`src/rtl/fp_mantissa_multiplier_if.sv`:
```
// Operand/result handshake bundle between the FPU multiplier front end and its neighbours.
// The slave modport is the multiplier side; master is the producer/consumer side.
interface fp_mantissa_multiplier_if #(
    parameter int unsigned MANT_W = 24,
    parameter int unsigned EXP_W  = 8
);
    logic              in_valid;
    logic              in_ready;
    logic [31:0]       op_a;
    logic [31:0]       op_b;
    logic              out_valid;
    logic              out_ready;
    logic              sign;
    logic [EXP_W-1:0]  exponent;
    logic [MANT_W-1:0] fraction;
    logic              zero;
    logic              exp_ovf;
    logic              exp_unf;

    modport slave (
        input  in_valid, op_a, op_b, out_ready,
        output in_ready, out_valid, sign, exponent, fraction, zero, exp_ovf, exp_unf
    );

    modport master (
        output in_valid, op_a, op_b, out_ready,
        input  in_ready, out_valid, sign, exponent, fraction, zero, exp_ovf, exp_unf
    );
endinterface

```
`src/rtl/fp_mantissa_multiplier.sv`:
```
// Sequential shift-add front end of the binary32 multiplier: sign, biased exponent sum, and
// upper half of the 24x24 mantissa product. Optional macro ZERO_BYPASS_EN short-cuts zero operands.
module fp_mantissa_multiplier #(
    parameter int unsigned MANT_W = 24,
    parameter int unsigned EXP_W  = 8,
    parameter int unsigned BIAS   = 127
) (
    input logic                     clk,
    input logic                     rst_n,
    fp_mantissa_multiplier_if.slave s_bus
);
    localparam int unsigned PROD_W = 2 * MANT_W;
    localparam int unsigned FRAC_W = MANT_W - 1;
    localparam int unsigned SUM_W  = EXP_W + 2;
    localparam int unsigned CNT_W  = 5;

    localparam logic [SUM_W-1:0] EXP_MAX  = SUM_W'((1 << EXP_W) - 1);
    localparam logic [CNT_W-1:0] CNT_LAST = CNT_W'(MANT_W - 1);

    typedef enum logic [1:0] {StIdle, StMul, StDone} state_e;

    state_e r_state;
    state_e w_state_d;

    logic              w_in_ready;
    logic              w_out_valid;
    logic              w_accept;
    logic              w_to_done;

    logic [EXP_W-1:0]  w_ea;
    logic [EXP_W-1:0]  w_eb;
    logic [MANT_W-1:0] w_ma;
    logic [MANT_W-1:0] w_mb;
    logic [SUM_W-1:0]  w_exp_sum;
    logic [PROD_W-1:0] w_acc_next;

    logic              r_sign_op;
    logic              r_zero_op;
    logic [SUM_W-1:0]  r_exp_sum;
    logic [PROD_W-1:0] r_mcand;
    logic [MANT_W-1:0] r_mplr;
    logic [PROD_W-1:0] r_acc;
    logic [CNT_W-1:0]  r_cnt;

    logic              r_sign;
    logic [EXP_W-1:0]  r_exponent;
    logic [MANT_W-1:0] r_fraction;
    logic              r_zero;
    logic              r_exp_ovf;
    logic              r_exp_unf;

    // Unpack; a zero exponent field clears the hidden bit.
    assign w_ea      = s_bus.op_a[FRAC_W +: EXP_W];
    assign w_eb      = s_bus.op_b[FRAC_W +: EXP_W];
    assign w_ma      = {|w_ea, s_bus.op_a[FRAC_W-1:0]};
    assign w_mb      = {|w_eb, s_bus.op_b[FRAC_W-1:0]};
    assign w_exp_sum = SUM_W'(w_ea) + SUM_W'(w_eb) - SUM_W'(BIAS);

    assign w_accept   = s_bus.in_valid & w_in_ready;
    assign w_acc_next = r_mplr[0] ? (r_acc + r_mcand) : r_acc;
    assign w_to_done  = (r_state == StMul) && (w_state_d == StDone);

    always_ff @(posedge clk or negedge rst_n) begin
        if (!rst_n) begin
            r_state <= StIdle;
        end else begin
            r_state <= w_state_d;
        end
    end

    always_comb begin
        w_state_d = r_state;
        unique case (r_state)
            StIdle: begin
                if (w_accept) begin
                    w_state_d = StMul;
                end
            end
            StMul: begin
`ifdef ZERO_BYPASS_EN
                // Zero operands leave after the first MUL cycle, so out_valid follows accept by one.
                if (r_zero_op || (r_cnt == CNT_LAST)) begin
                    w_state_d = StDone;
                end
`else
                if (r_cnt == CNT_LAST) begin
                    w_state_d = StDone;
                end
`endif
            end
            StDone: begin
                if (s_bus.out_ready) begin
                    w_state_d = StIdle;
                end
            end
            default: w_state_d = StIdle;
        endcase
    end

    always_comb begin
        w_in_ready  = 1'b0;
        w_out_valid = 1'b0;
        unique case (r_state)
            StIdle:  w_in_ready  = 1'b1;
            StDone:  w_out_valid = 1'b1;
            default: ;
        endcase
    end

    always_ff @(posedge clk or negedge rst_n) begin
        if (!rst_n) begin
            r_sign_op  <= 1'b0;
            r_zero_op  <= 1'b0;
            r_exp_sum  <= '0;
            r_mcand    <= '0;
            r_mplr     <= '0;
            r_acc      <= '0;
            r_cnt      <= '0;
            r_sign     <= 1'b0;
            r_exponent <= '0;
            r_fraction <= '0;
            r_zero     <= 1'b0;
            r_exp_ovf  <= 1'b0;
            r_exp_unf  <= 1'b0;
        end else begin
            if (w_accept) begin
                r_sign_op <= s_bus.op_a[31] ^ s_bus.op_b[31];
                r_zero_op <= (w_ea == '0) || (w_eb == '0);
                r_exp_sum <= w_exp_sum;
                r_mcand   <= PROD_W'(w_ma);
                r_mplr    <= w_mb;
                r_acc     <= '0;
                r_cnt     <= '0;
            end else if (r_state == StMul) begin
                r_acc   <= w_acc_next;
                r_mcand <= r_mcand << 1;
                r_mplr  <= r_mplr >> 1;
                r_cnt   <= r_cnt + CNT_W'(1);
            end

            // Result registers load once on entry to DONE and hold until the next result.
            if (w_to_done) begin
                r_sign     <= r_sign_op;
                r_zero     <= r_zero_op;
                r_fraction <= r_zero_op ? '0 : w_acc_next[PROD_W-1:MANT_W];
                r_exponent <= r_zero_op ? '0 : r_exp_sum[EXP_W-1:0];
                r_exp_ovf  <= !r_zero_op && ($signed(r_exp_sum) >= $signed(EXP_MAX));
                r_exp_unf  <= !r_zero_op && (r_exp_sum[SUM_W-1] || (r_exp_sum == '0));
            end
        end
    end

    assign s_bus.in_ready  = w_in_ready;
    assign s_bus.out_valid = w_out_valid;
    assign s_bus.sign      = r_sign;
    assign s_bus.exponent  = r_exponent;
    assign s_bus.fraction  = r_fraction;
    assign s_bus.zero      = r_zero;
    assign s_bus.exp_ovf   = r_exp_ovf;
    assign s_bus.exp_unf   = r_exp_unf;
endmodule

```
`src/flat_wrapper.sv`:
```
// flat-port wrapper written by rule: the top's interface ports become plain ports
module fp_mantissa_multiplier_flat 
#(
    parameter int unsigned MANT_W = 24,
    parameter int unsigned EXP_W  = 8,
    parameter int unsigned BIAS   = 127
)
  (clk, rst_n, s_bus_in_valid, s_bus_op_a, s_bus_op_b, s_bus_out_ready, s_bus_in_ready, s_bus_out_valid, s_bus_sign, s_bus_exponent, s_bus_fraction, s_bus_zero, s_bus_exp_ovf, s_bus_exp_unf);
  fp_mantissa_multiplier_if #(.MANT_W(MANT_W), .EXP_W(EXP_W)) s_bus_i ();
  input logic clk;
  input logic rst_n;
  input wire logic [$bits(s_bus_i.in_valid)-1:0] s_bus_in_valid;
  input wire logic [$bits(s_bus_i.op_a)-1:0] s_bus_op_a;
  input wire logic [$bits(s_bus_i.op_b)-1:0] s_bus_op_b;
  input wire logic [$bits(s_bus_i.out_ready)-1:0] s_bus_out_ready;
  output wire logic [$bits(s_bus_i.in_ready)-1:0] s_bus_in_ready;
  output wire logic [$bits(s_bus_i.out_valid)-1:0] s_bus_out_valid;
  output wire logic [$bits(s_bus_i.sign)-1:0] s_bus_sign;
  output wire logic [$bits(s_bus_i.exponent)-1:0] s_bus_exponent;
  output wire logic [$bits(s_bus_i.fraction)-1:0] s_bus_fraction;
  output wire logic [$bits(s_bus_i.zero)-1:0] s_bus_zero;
  output wire logic [$bits(s_bus_i.exp_ovf)-1:0] s_bus_exp_ovf;
  output wire logic [$bits(s_bus_i.exp_unf)-1:0] s_bus_exp_unf;
  assign s_bus_i.in_valid = s_bus_in_valid;
  assign s_bus_i.op_a = s_bus_op_a;
  assign s_bus_i.op_b = s_bus_op_b;
  assign s_bus_i.out_ready = s_bus_out_ready;
  assign s_bus_in_ready = s_bus_i.in_ready;
  assign s_bus_out_valid = s_bus_i.out_valid;
  assign s_bus_sign = s_bus_i.sign;
  assign s_bus_exponent = s_bus_i.exponent;
  assign s_bus_fraction = s_bus_i.fraction;
  assign s_bus_zero = s_bus_i.zero;
  assign s_bus_exp_ovf = s_bus_i.exp_ovf;
  assign s_bus_exp_unf = s_bus_i.exp_unf;
  fp_mantissa_multiplier #(.MANT_W(MANT_W), .EXP_W(EXP_W), .BIAS(BIAS)) u_core (.clk(clk), .rst_n(rst_n), .s_bus(s_bus_i));
endmodule
```
`config.mk`:
```
export PLATFORM = sky130hd
export DESIGN_NAME = fp_mantissa_multiplier_flat
export DESIGN_NICKNAME = d
export VERILOG_FILES = /design/src/rtl/fp_mantissa_multiplier_if.sv /design/src/rtl/fp_mantissa_multiplier.sv /design/src/flat_wrapper.sv
export SDC_FILE = /design/constraint.sdc
export NUM_CORES = 1
export LEC_CHECK = 0
export CAP_MARGIN = 0
export CORE_MARGIN = 4
export CORE_UTILIZATION = 30
export DETAILED_ROUTE_END_ITERATION = 10
export PLACE_DENSITY_LB_ADDON = 0.08
export SYNTH_ARGS = -nofsm -noshare
export SYNTH_HDL_FRONTEND = slang
export SYNTH_SLANG_ARGS = --single-unit
```
`constraint.sdc`:
```
create_clock -name clk -period 3.2 [get_ports clk]
set_clock_uncertainty 0.05 [all_clocks]
set_input_delay 0.48 -clock clk [delete_from_list [all_inputs] [get_ports clk]]
set_output_delay 0.48 -clock clk [all_outputs]
set_load 0.05 [all_outputs]
```
==> flow_summary.json, run 1 <==
{
  "status": "finished clean",
  "num-fill-cells": 3350,
  "synth.cell_area_um2": 10000,
  "final_layout_size_suffix_gt1_share_pct": 13.4,
  "total_leakage_power_uw": 0.00590,
  "routed_wl_um": 28700,
  "drc": 0,
  "fin_nets": 1403,
  "seqCellArea_um2": 4380,
  "die_w_um": 191,
  "cp-startpoint": "u_core.r_acc[0]$_DFFE_PN0P_",
  "cts_buffers": 17,
  "ys_async_sr_fraction_pct": 100,
  "route.vias.total": 8553,
  "track_usage_pct": 16.2,
  "maxCapViolations": 0,
  "num_rows": 66,
  "grt_pass1_vias": 8677,
  "synth_seq_area_share_pct": 43.6,
  "dp_hpwl_um": 20100,
  "clk_path_buf_depth": 2,
  "antenna_found_initial": 0,
  "synthCells": 1130,
  "detail_route.wl_per_cell_um": 16.6,
  "r2r-end": "u_core.r_acc[46]$_DFFE_PN0P_",
  "gp_congestion": 0.789,
  "cp.required_ns": 3.48,
  "cp.arrival_ns": 3.32,
  "r2r_slack_ns": 0.16,
  "synth_edf_count": 0,
  "htreeDepth": 4,
  "fin_crit_ns": 3.04,
  "rr_startpoint": "u_core.r_acc[0]$_DFFE_PN0P_",
  "start_util_pct": 30.6,
  "postSynthAreaPerCell_um2": 8.89,
  "cts_num_sinks": 175,
  "timing_hold_violations_final": 0,
  "ioPinCount": 106,
  "first_iter_violations": 371,
  "critical_path_class": "reg2reg",
  "timing.final.crit_share_pct": 95.1,
  "firstDrtPassIters": 5,
  "synth_cell_types": 59,
  "dieArea_um2": 36500,
  "slew_headroom_pct": 19.9,
  "area_growth_pct": 29.0,
  "fin_ws_ns": 0.157,
  "reg2regPathDepth": 14,
  "antenna_left": 0,
  "ir_drop_uv": 483,
  "ctsHoldBuffers": 0,
  "clock-root-buffer": "clkbuf_16",
  "cp-start-kind": "register",
  "ys_ff_latch": 175,
  "cp_max_fo": 4,
  "multi_input_area_um2": 5580,
  "core_um2": 32800,
  "final-max-slew-violation-count": 0,
  "hold_path.class": "in2async",
  "place_ws_ns": -0.0435,
  "grt_max_degree": 82,
  "crit_path_end_kind": "register",
  "synth_flop_cell": "dfrtp_1",
  "avgViaCountPerCell": 4.94,
  "die_h_um": 191,
  "clk_latency_ns": 0.45,
  "mostFrequentLayoutCells": "nand2_1 (248), dfrtp_1 (175), o21ai_0 (117), clkdlybuf4s50_1 (104), buf_4 (88)",
  "synth_nets": 1257,
  "dp.cells": 1691,
  "fin_util_pct": 39.5,
  "timing.fmax_ghz": 0.329,
  "path_clk_slew_ns": 0.07,
  "rsz0062_at_grt": "true",
  "grt_first_pass_wirelength_um": 47700,
  "yosysWarningCount": 0,
  "cts_tree": "done",
  "overflow": 0,
  "port_buffers": 105,
  "final_common_cell": "nand2_1",
  "setup_viol": 0,
  "fin_cells": 1732,
  "tightest_slew_ns": 1.20,
  "p_per_area_nw_per_um2": 1140
}
==> cells in the mapped netlist, types with 3 or more instances <==
master,instances,area [um^2]
mux2i_1,14,140
a22o_1,13,114
and4_1,3,26.3
a21oi_1,69,345
a211o_1,3,26.3
o21bai_1,16,120
a31oi_1,6,37.5
buf_2,4,20.0
o21a_1,5,37.5
nand2b_1,14,87.6
nor2_1,38,143
dfrtp_1,175,4380
nand3_1,28,140
a211oi_1,3,22.5
a21o_1,32,240
ha_1,57,713
o31ai_1,4,30.0
nor4_1,8,50.1
clkbuf_1,57,214
a22oi_1,46,345
inv_1,15,56.3
o21ai_0,128,641
and3_1,5,31.3
and2_1,6,37.5
xnor2_1,34,298
nand4_1,16,100
nor3_1,9,45.0
buf_1,6,22.5
or3_1,4,25.0
xor2_1,21,184
o221ai_1,3,26.3
nor2b_1,5,31.3
nand2_1,249,935
==> cell type report <==
type	count	share of cell area [%]
well taps	442	4.27
diodes	1	0.0193
flip-flops and latches	175	33.8
repair buffers	195	13.5
clock buffers	18	3.39
clock inverters	14	1.56
inverters	15	0.434
multi-input cells	872	43.1
==> state kept, by name, indices dropped and copies added, names as in the netlist <==
| signal | count |
|---|---|
| u_core.r_zero_op | 1 |
| u_core.r_acc | 48 |
| u_core.r_cnt | 5 |
| u_core.r_mplr | 24 |
| u_core.s_bus.exp_ovf | 1 |
| u_core.s_bus.exponent | 8 |
| u_core.s_bus.zero | 1 |
| u_core.r_exp_sum | 10 |
| u_core.s_bus.exp_unf | 1 |
| u_core.s_bus.fraction | 24 |
| u_core.s_bus.sign | 1 |
| u_core.r_mcand | 48 |
| u_core.r_state | 2 |
| u_core.r_sign_op | 1 |
==> routing by layer <==
metal,GRT usage (%),vias up,part of all wire [%]
li1,-,4305,-
met1,24.1,4107,52
met2,24.2,126,43
met3,3.41,15,3.9
met4,3.98,0,1.0
met5,0,-,0
==> worst max-delay path by stage <==
| stage | end | slack (ns) | cells past startpoint |
|---|---|---|---|
| floorplan | u_core.s_bus.fraction[22]$_DFFE_PN0P_ | 0.05 | 12 |
| global placement | u_core.s_bus.fraction[17]$_DFFE_PN0P_ | -0.01 | 12 |
| detailed placement | u_core.s_bus.fraction[22]$_DFFE_PN0P_ | -0.04 | 13 |
| CTS | u_core.s_bus.fraction[17]$_DFFE_PN0P_ | 0.004 | 12 |
| global route | u_core.s_bus.fraction[20]$_DFFE_PN0P_ | -0.04 | 13 |
| finish | u_core.r_acc[46]$_DFFE_PN0P_ | 0.16 | 14 |
==> per-stage QoR <==
step	setup TNS [ns]	cell area (um^2)	hold WS [ns]	total power [uW]
3_5_place_dp	-0.187	12000	0.414	12200
5_1_grt	-0.134	13000	0.0576	16100
2_1_floorplan	0	10000	0.134	9350
4_1_cts	0	12700	0.0315	14700
3_3_place_gp	-0.0108	12000	0.411	12200
6_report	0	13000	0.000884	14800
==> kinds of logic after synthesis <==
| logic type | after synthesis | synth area share (%) |
|---|---|---|
| buffers and inverters | 83 | 3.16 |
| xor gates and xnor gates | 55 | 4.80 |
| and+or+nand+nor | 392 | 17.0 |
| adders and majority gates | 59 | 7.50 |
| AOI/OAI and AO/OA | 350 | 22.3 |
| DFF | 175 | 43.6 |
| muxes | 16 | 1.62 |
==> critical path, cell delays in order, from the launching register on <==
cell	delay, ns
dfrtp_1	0.38
ha_2	0.20
fa_2	0.35
a211oi_2	0.24
o21ai_1	0.10
o21a_1	0.13
a31o_2	0.27
a21oi_2	0.13
buf_6	0.13
o21ai_2	0.06
a21o_1	0.21
a221oi_2	0.30
buf_4	0.17
xor2_1	0.14
o21ai_1	0.07
==> power breakdown <==
| group | leakage, uW | switching [uW] | total (uW) | internal [uW] |
|---|---|---|---|---|
| clock network | 0.000312 | 972 | 2320 | 1340 |
| logic | 0.00333 | 4890 | 8480 | 3590 |
| registers | 0.00225 | 797 | 4010 | 3210 |
==> what timing repair did <==
item                                    in CTS  in global routing
setup buffers                                1                  7
endpoints found under the setup margin       8                 26
pin swaps                                    4                 16
gates resized for setup                      9                 37
No activity file was read; power rests on OpenSTA's default activity.
==> run 2, diff against run 1 <==
- SETUP_SLACK_MARGIN: unset -> 0.15
==> run 2 against run 1 <==
Non-clock buffer count fell by 9. Die area did not move. Global-route usage fell by 0.15 points. Highest routed layer unchanged.
==> flow_summary.json, run 2 (synthesis gave the netlist of run 1 again) <==
{
  "fin_setup_tns_ns": 0,
  "reg.largest.list": "u_core.r_acc x48, u_core.r_mcand x48",
  "dp_hpwl_um": 20500,
  "clock-root-buffer": "clkbuf_16",
  "clk_path_buf_depth": 2,
  "drc": 0,
  "cp-start-kind": "register",
  "die_h_um": 191,
  "mostFrequentLayoutCells": "nand2_1 (246), dfrtp_1 (175), o21ai_0 (114), clkdlybuf4s50_1 (104), buf_4 (77)",
  "final_layout_size_suffix_gt1_share_pct": 14.2,
  "core_um2": 32800,
  "path_clk_slew_ns": 0.07,
  "ioPinCount": 106,
  "cts_buffers": 17,
  "antenna_left": 0,
  "path_cells": "ha_4 > a21oi_4 > o21ai_1 > a311oi_1 > a21bo_2 > a221oi_4 > o41ai_4 > a221oi_4 > o21a_1 > xnor2_1 > a221o_1",
  "r2r-end": "u_core.s_bus.fraction[21]$_DFFE_PN0P_",
  "port_buffers": 105,
  "fin_ws_ns": 0.178,
  "start_util_pct": 30.6,
  "slew_headroom_pct": 45.2,
  "setup_viol": 0,
  "cpPeakStageDelay_ns": 0.41,
  "grt_first_pass_wirelength_um": 47100,
  "grt_max_degree": 68,
  "placed_area_um2": 12000,
  "cp_max_fo": 5,
  "firstDrtPassIters": 5,
  "ctsHoldBuffers": 0,
  "num_rows": 66,
  "cts_tree": "done",
  "gp_congestion": 0.816,
  "timing_hold_violations_final": 0,
  "cts_num_sinks": 175,
  "place_ws_ns": -0.0647,
  "htreeDepth": 4,
  "final_area_um2": 13000,
  "antenna_found_initial": 0,
  "reg2regPathDepth": 11,
  "timing.final.crit_share_pct": 94.4,
  "fin_crit_ns": 3.02,
  "dieArea_um2": 36500,
  "fin_hold_ws_ns": 0.00307,
  "overflow": 0,
  "detail_route.wl_per_cell_um": 16.9,
  "rsz0062_at_grt": "true",
  "route.vias.total": 8600,
  "timing.fmax_ghz": 0.331,
  "cp.required_ns": 3.47,
  "rr_startpoint": "u_core.r_mcand[8]$_DFFE_PN0P_",
  "status": "finished clean",
  "r2r_slack_ns": 0.18,
  "final-max-slew-violation-count": 0,
  "final_common_cell": "nand2_1",
  "slowest_stage": "dfrtp_1",
  "cp.arrival_ns": 3.29,
  "die_w_um": 191,
  "fin_nets": 1394,
  "total_leakage_power_uw": 0.00582,
  "clk_latency_ns": 0.44,
  "ir_drop_uv": 499,
  "track_usage_pct": 16.1,
  "grt_pass1_vias": 8837,
  "routed_wl_um": 29100,
  "path_common_cell": "a221oi_4",
  "first_iter_violations": 417,
  "p_per_area_nw_per_um2": 1130,
  "critical_path_class": "reg2reg",
  "hold_path.class": "in2async",
  "tightest_slew_ns": 0.822,
  "maxCapViolations": 0,
  "crit_path_end_kind": "register",
  "area_growth_pct": 29.3,
  "avgViaCountPerCell": 4.99
}
## run 2: cell types whose count changed in the layout (fill, tap and decap cells not counted), moves of 4 or more
cell,change
buf_4,-11
ha_1,-5
clkinvlp_4,+4
inv_6,-4
## run 2: critical path, delay by kind of cell (launching register included)
kind            cells  cell delay [ns]
compound gates      9             2.08
xor+xnor            1             0.09
fa+ha+maj           1             0.28
flops               1             0.41
## run 2: final cells by class
| cell class | count | area, um^2 |
|---|---|---|
| repair buffers | 186 | 1690 |
| multi-input cells | 872 | 5760 |
| flip-flops and latches | 175 | 4380 |
| well taps | 442 | 553 |
| fillers | 3400 | 19800 |
| inverters | 15 | 56.3 |
| diodes | 1 | 2.50 |
| clock inverters | 9 | 86.3 |
| clock buffers | 22 | 464 |
## run 2: how the worst max path moves through the flow
stage | start | to | cells after the start | slack, ns
2_1_floorplan | u_core.r_acc[0]$_DFFE_PN0P_ | u_core.s_bus.fraction[22]$_DFFE_PN0P_ | 12 | 0.18
3_3_place_gp | u_core.r_acc[12]$_DFFE_PN0P_ | u_core.s_bus.fraction[19]$_DFFE_PN0P_ | 13 | -0.05
3_5_place_dp | u_core.r_acc[0]$_DFFE_PN0P_ | u_core.r_acc[46]$_DFFE_PN0P_ | 13 | -0.06
4_1_cts | u_core.r_acc[0]$_DFFE_PN0P_ | u_core.r_acc[44]$_DFFE_PN0P_ | 12 | 0.09
5_1_grt | u_core.r_acc[1]$_DFFE_PN0P_ | u_core.s_bus.fraction[23]$_DFFE_PN0P_ | 13 | 0.05
6_report | u_core.r_mcand[8]$_DFFE_PN0P_ | u_core.s_bus.fraction[21]$_DFFE_PN0P_ | 11 | 0.18
## run 2: power breakdown
| part | internal, uW | switching (uW) |
|---|---|---|
| Sequential | 3210 | 803 |
| Clock | 1110 | 911 |
| Combinational | 3670 | 5010 |
## run 2: repair_timing
action / CTS / global route
pin swaps: 19 / 21
setup buffers: 5 / 5
endpoints found under the setup margin: 29 / 33
hold endpoints to repair: 0 / 0
gates resized for setup: 22 / 55
## run 2: per-layer routing
metal  up-vias  wire [um]  share of wire (%)  track usage [%]
met5         -          0                  0                0
met4         0        219               0.75             3.51
met3        12       1130                3.9             3.80
met2       120      12900                 44             25.0
met1      4190      14800                 51             22.9
li1       4278          -                  -                -
## run 2: through the flow
stage          total power (uW)  cells  util, %
5_1_grt                   16000   1721     39.6
4_1_cts                   14400   1716     38.7
6_report                  14700   1722     39.6
3_3_place_gp              12100   1680     36.5
3_5_place_dp              12100   1680     36.5
2_1_floorplan              9360   1130        -
==> run 3, diff against run 2 <==
- REMOVE_ABC_BUFFERS: unset -> 1
==> run 3 against run 2 <==
Wire length is 0.97% higher. Setup slack better by 0.016 ns. Sequential power about the same. Flip-flop and latch count unchanged. Fmax up 0.52%. Clock power up 11%. Non-clock buffer count grew 29. Combinational power rose by 4.1%. Largest power group unchanged. Highest routed layer unchanged.
==> flow_summary.json, run 3 (synthesis gave the netlist of run 1 again) <==
{
  "area_growth_pct": 32.3,
  "first_iter_violations": 350,
  "antenna_cells": 0,
  "cell_internal_pwr_uw": 8400,
  "setup_viol": 0,
  "num_rows": 66,
  "cts_tree": "done",
  "tightest_slew_ns": 0.951,
  "die_h_um": 191,
  "switching_share_pct": 45.1,
  "final-max-slew-violation-count": 0,
  "dieArea_um2": 36500,
  "path_buf_inv": 2,
  "cp_max_fo": 4,
  "path_delay_family": "compound AO/OA/AOI/OAI gates",
  "firstDrtPassIters": 4,
  "timing_hold_violations_final": 0,
  "grt_first_pass_wirelength_um": 49100,
  "core_um2": 32800,
  "route.vias.total": 8607,
  "num-fill-cells": 3330,
  "grt_max_degree": 67,
  "ioPinCount": 106,
  "pwr-share-clk_pct": 14.7,
  "fin_nets": 1423,
  "dp_hpwl_um": 20700,
  "antenna_found_initial": 0,
  "timing.fmax_ghz": 0.333,
  "cts_num_sinks": 175,
  "detail_route.wl_per_cell_um": 16.8,
  "timing.final.crit_share_pct": 93.9,
  "hold_path.class": "reg2reg",
  "ir_drop_uv": 452,
  "mostFrequentLayoutCells": "nand2_1 (247), dfrtp_1 (175), o21ai_0 (110), buf_4 (105), clkdlybuf4s50_1 (104)",
  "path_cells": "ha_2 > fa_2 > a211oi_2 > o21ai_1 > o21a_1 > a31o_4 > a21oi_2 > buf_6 > o21ai_4 > a21o_1 > a221oi_2 > buf_4 > xor2_1 > o21ai_1",
  "status": "finished clean",
  "cts_buffers": 17,
  "cp.arrival_ns": 3.26,
  "total_leakage_power_uw": 0.00606,
  "antenna_left": 0,
  "cp-start-kind": "register",
  "rsz0062_at_grt": "true",
  "reg2regPathDepth": 14,
  "port_buffers": 105,
  "path_clk_slew_ns": 0.08,
  "clk_path_buf_depth": 2,
  "p_per_area_nw_per_um2": 1150,
  "switchingPower_uw": 6900,
  "seqPwrFrac_pct": 26.2,
  "final_layout_size_suffix_gt1_share_pct": 16.3,
  "slew_headroom_pct": 36.4,
  "gp_congestion": 0.836,
  "crit_path_end_kind": "register",
  "clk_latency_ns": 0.44,
  "reg.largest.list": "u_core.r_acc x48, u_core.r_mcand x48",
  "clock-root-buffer": "clkbuf_16",
  "slowest_stage": "dfrtp_1",
  "overflow": 0,
  "final_common_cell": "nand2_1",
  "fin_crit_ns": 3.01,
  "die_w_um": 191,
  "fin_hold_ws_ns": 0.427,
  "grt_pass1_vias": 9020,
  "fin_util_pct": 40.5,
  "maxCapViolations": 0,
  "cpPeakStageDelay_ns": 0.39,
  "critical_path_class": "reg2reg",
  "routed_wl_um": 29400,
  "start_util_pct": 30.6,
  "path_common_cell": "o21ai_1",
  "comb_power_share_pct": 59.0,
  "cp.required_ns": 3.45,
  "drc": 0,
  "htreeDepth": 4,
  "track_usage_pct": 16.6,
  "whs_path_depth": 2,
  "cp_num_cells": 14,
  "avgViaCountPerCell": 4.92
}
run 3: changes by cell type in the layout (fill, tap and decap cells not counted), sizes merged:
| cell | previous run | this run |
|---|---|---|
| dlygate4sd3 | 0 | 1 |
| bufinv | 1 | 3 |
| buf | 82 | 110 |
| inv | 16 | 22 |
| clkbuf | 22 | 17 |
| diode | 1 | 0 |
| clkinvlp | 5 | 3 |
run 3: routing by layer:
layer,wire length (um),part of all wire (%),global-route usage (%),vias to the layer above
li1,-,-,-,4337
met1,15000,51,24.4,4134
met2,13100,45,25.9,126
met3,1100,3.7,2.99,10
met4,216,0.74,3.15,0
met5,0,0,0,-
run 3: final timing paths:
| path | slack [ns] | end | from |
|---|---|---|---|
| min in group asynchronous | 0.54 | u_core.r_mplr[8]$_DFFE_PN0P_ | rst_n |
| setup reg to reg | 0.19 | u_core.r_acc[46]$_DFFE_PN0P_ | u_core.r_mcand[0]$_DFFE_PN0P_ |
| hold reg to reg | 0.43 | u_core.s_bus.fraction[6]$_DFFE_PN0P_ | u_core.s_bus.fraction[6]$_DFFE_PN0P_ |
| hold / removal | 0.43 | u_core.s_bus.fraction[6]$_DFFE_PN0P_ | u_core.s_bus.fraction[6]$_DFFE_PN0P_ |
| max in group asynchronous | 1.76 | u_core.r_mcand[34]$_DFFE_PN0P_ | rst_n |
| setup / recovery | 0.19 | u_core.r_acc[46]$_DFFE_PN0P_ | u_core.r_mcand[0]$_DFFE_PN0P_ |
run 3: timing repair:
item / 4_1_cts / 5_1_grt
endpoints found under the hold margin: 36 / 0
hold buffers: 1 / 0
buffers inserted: 6 / 2
gates resized for setup: 29 / 53
endpoints found under the setup margin: 28 / 40
pin swaps: 15 / 14
run 3: area by class of cell:
class / instances / area, um^2 / share of cell area (%)
flip-flops and latches: 175 / 4380 / 33.0
clock buffers: 17 / 425 / 3.20
repair buffers: 215 / 1910 / 14.4
multi-input cells: 872 / 5760 / 43.4
well taps: 442 / 553 / 4.16
clock inverters: 15 / 199 / 1.50
inverters: 15 / 56.3 / 0.424
run 3: per-stage QoR:
stage / setup WS, ns / instance area, um^2 / TNS, ns / power [uW] / instances
CTS: 0.0893 / 13000 / 0 / 15000 / 1749
detailed placement: -0.0801 / 12200 / -0.358 / 12400 / 1710
global placement: -0.0401 / 12200 / -0.0807 / 12400 / 1710
floorplan: -2.79 / 9780 / -211.48 / 9240 / 1062
global route: -0.0153 / 13300 / -0.0153 / 16700 / 1751
finish: 0.194 / 13300 / 0 / 15300 / 1751
run 3: worst register-to-register path, delay by kind of cell, from the launching register on:
kind	cells	cell delay (ns)
compound gates	9	1.45
fa+ha+maj	2	0.56
flops	1	0.39
buf+inv	2	0.30
xor+xnor	1	0.14
run 3: power by group through the flow:
stage | Clock, uW | Combinational, uW | Sequential, uW
floorplan | 0 | 4820 | 4420
global placement | 0 | 8450 | 3990
detailed placement | 0 | 8460 | 3990
CTS | 2330 | 8710 | 3990
global route | 2420 | 10100 | 4170
finish | 2250 | 9040 | 4020
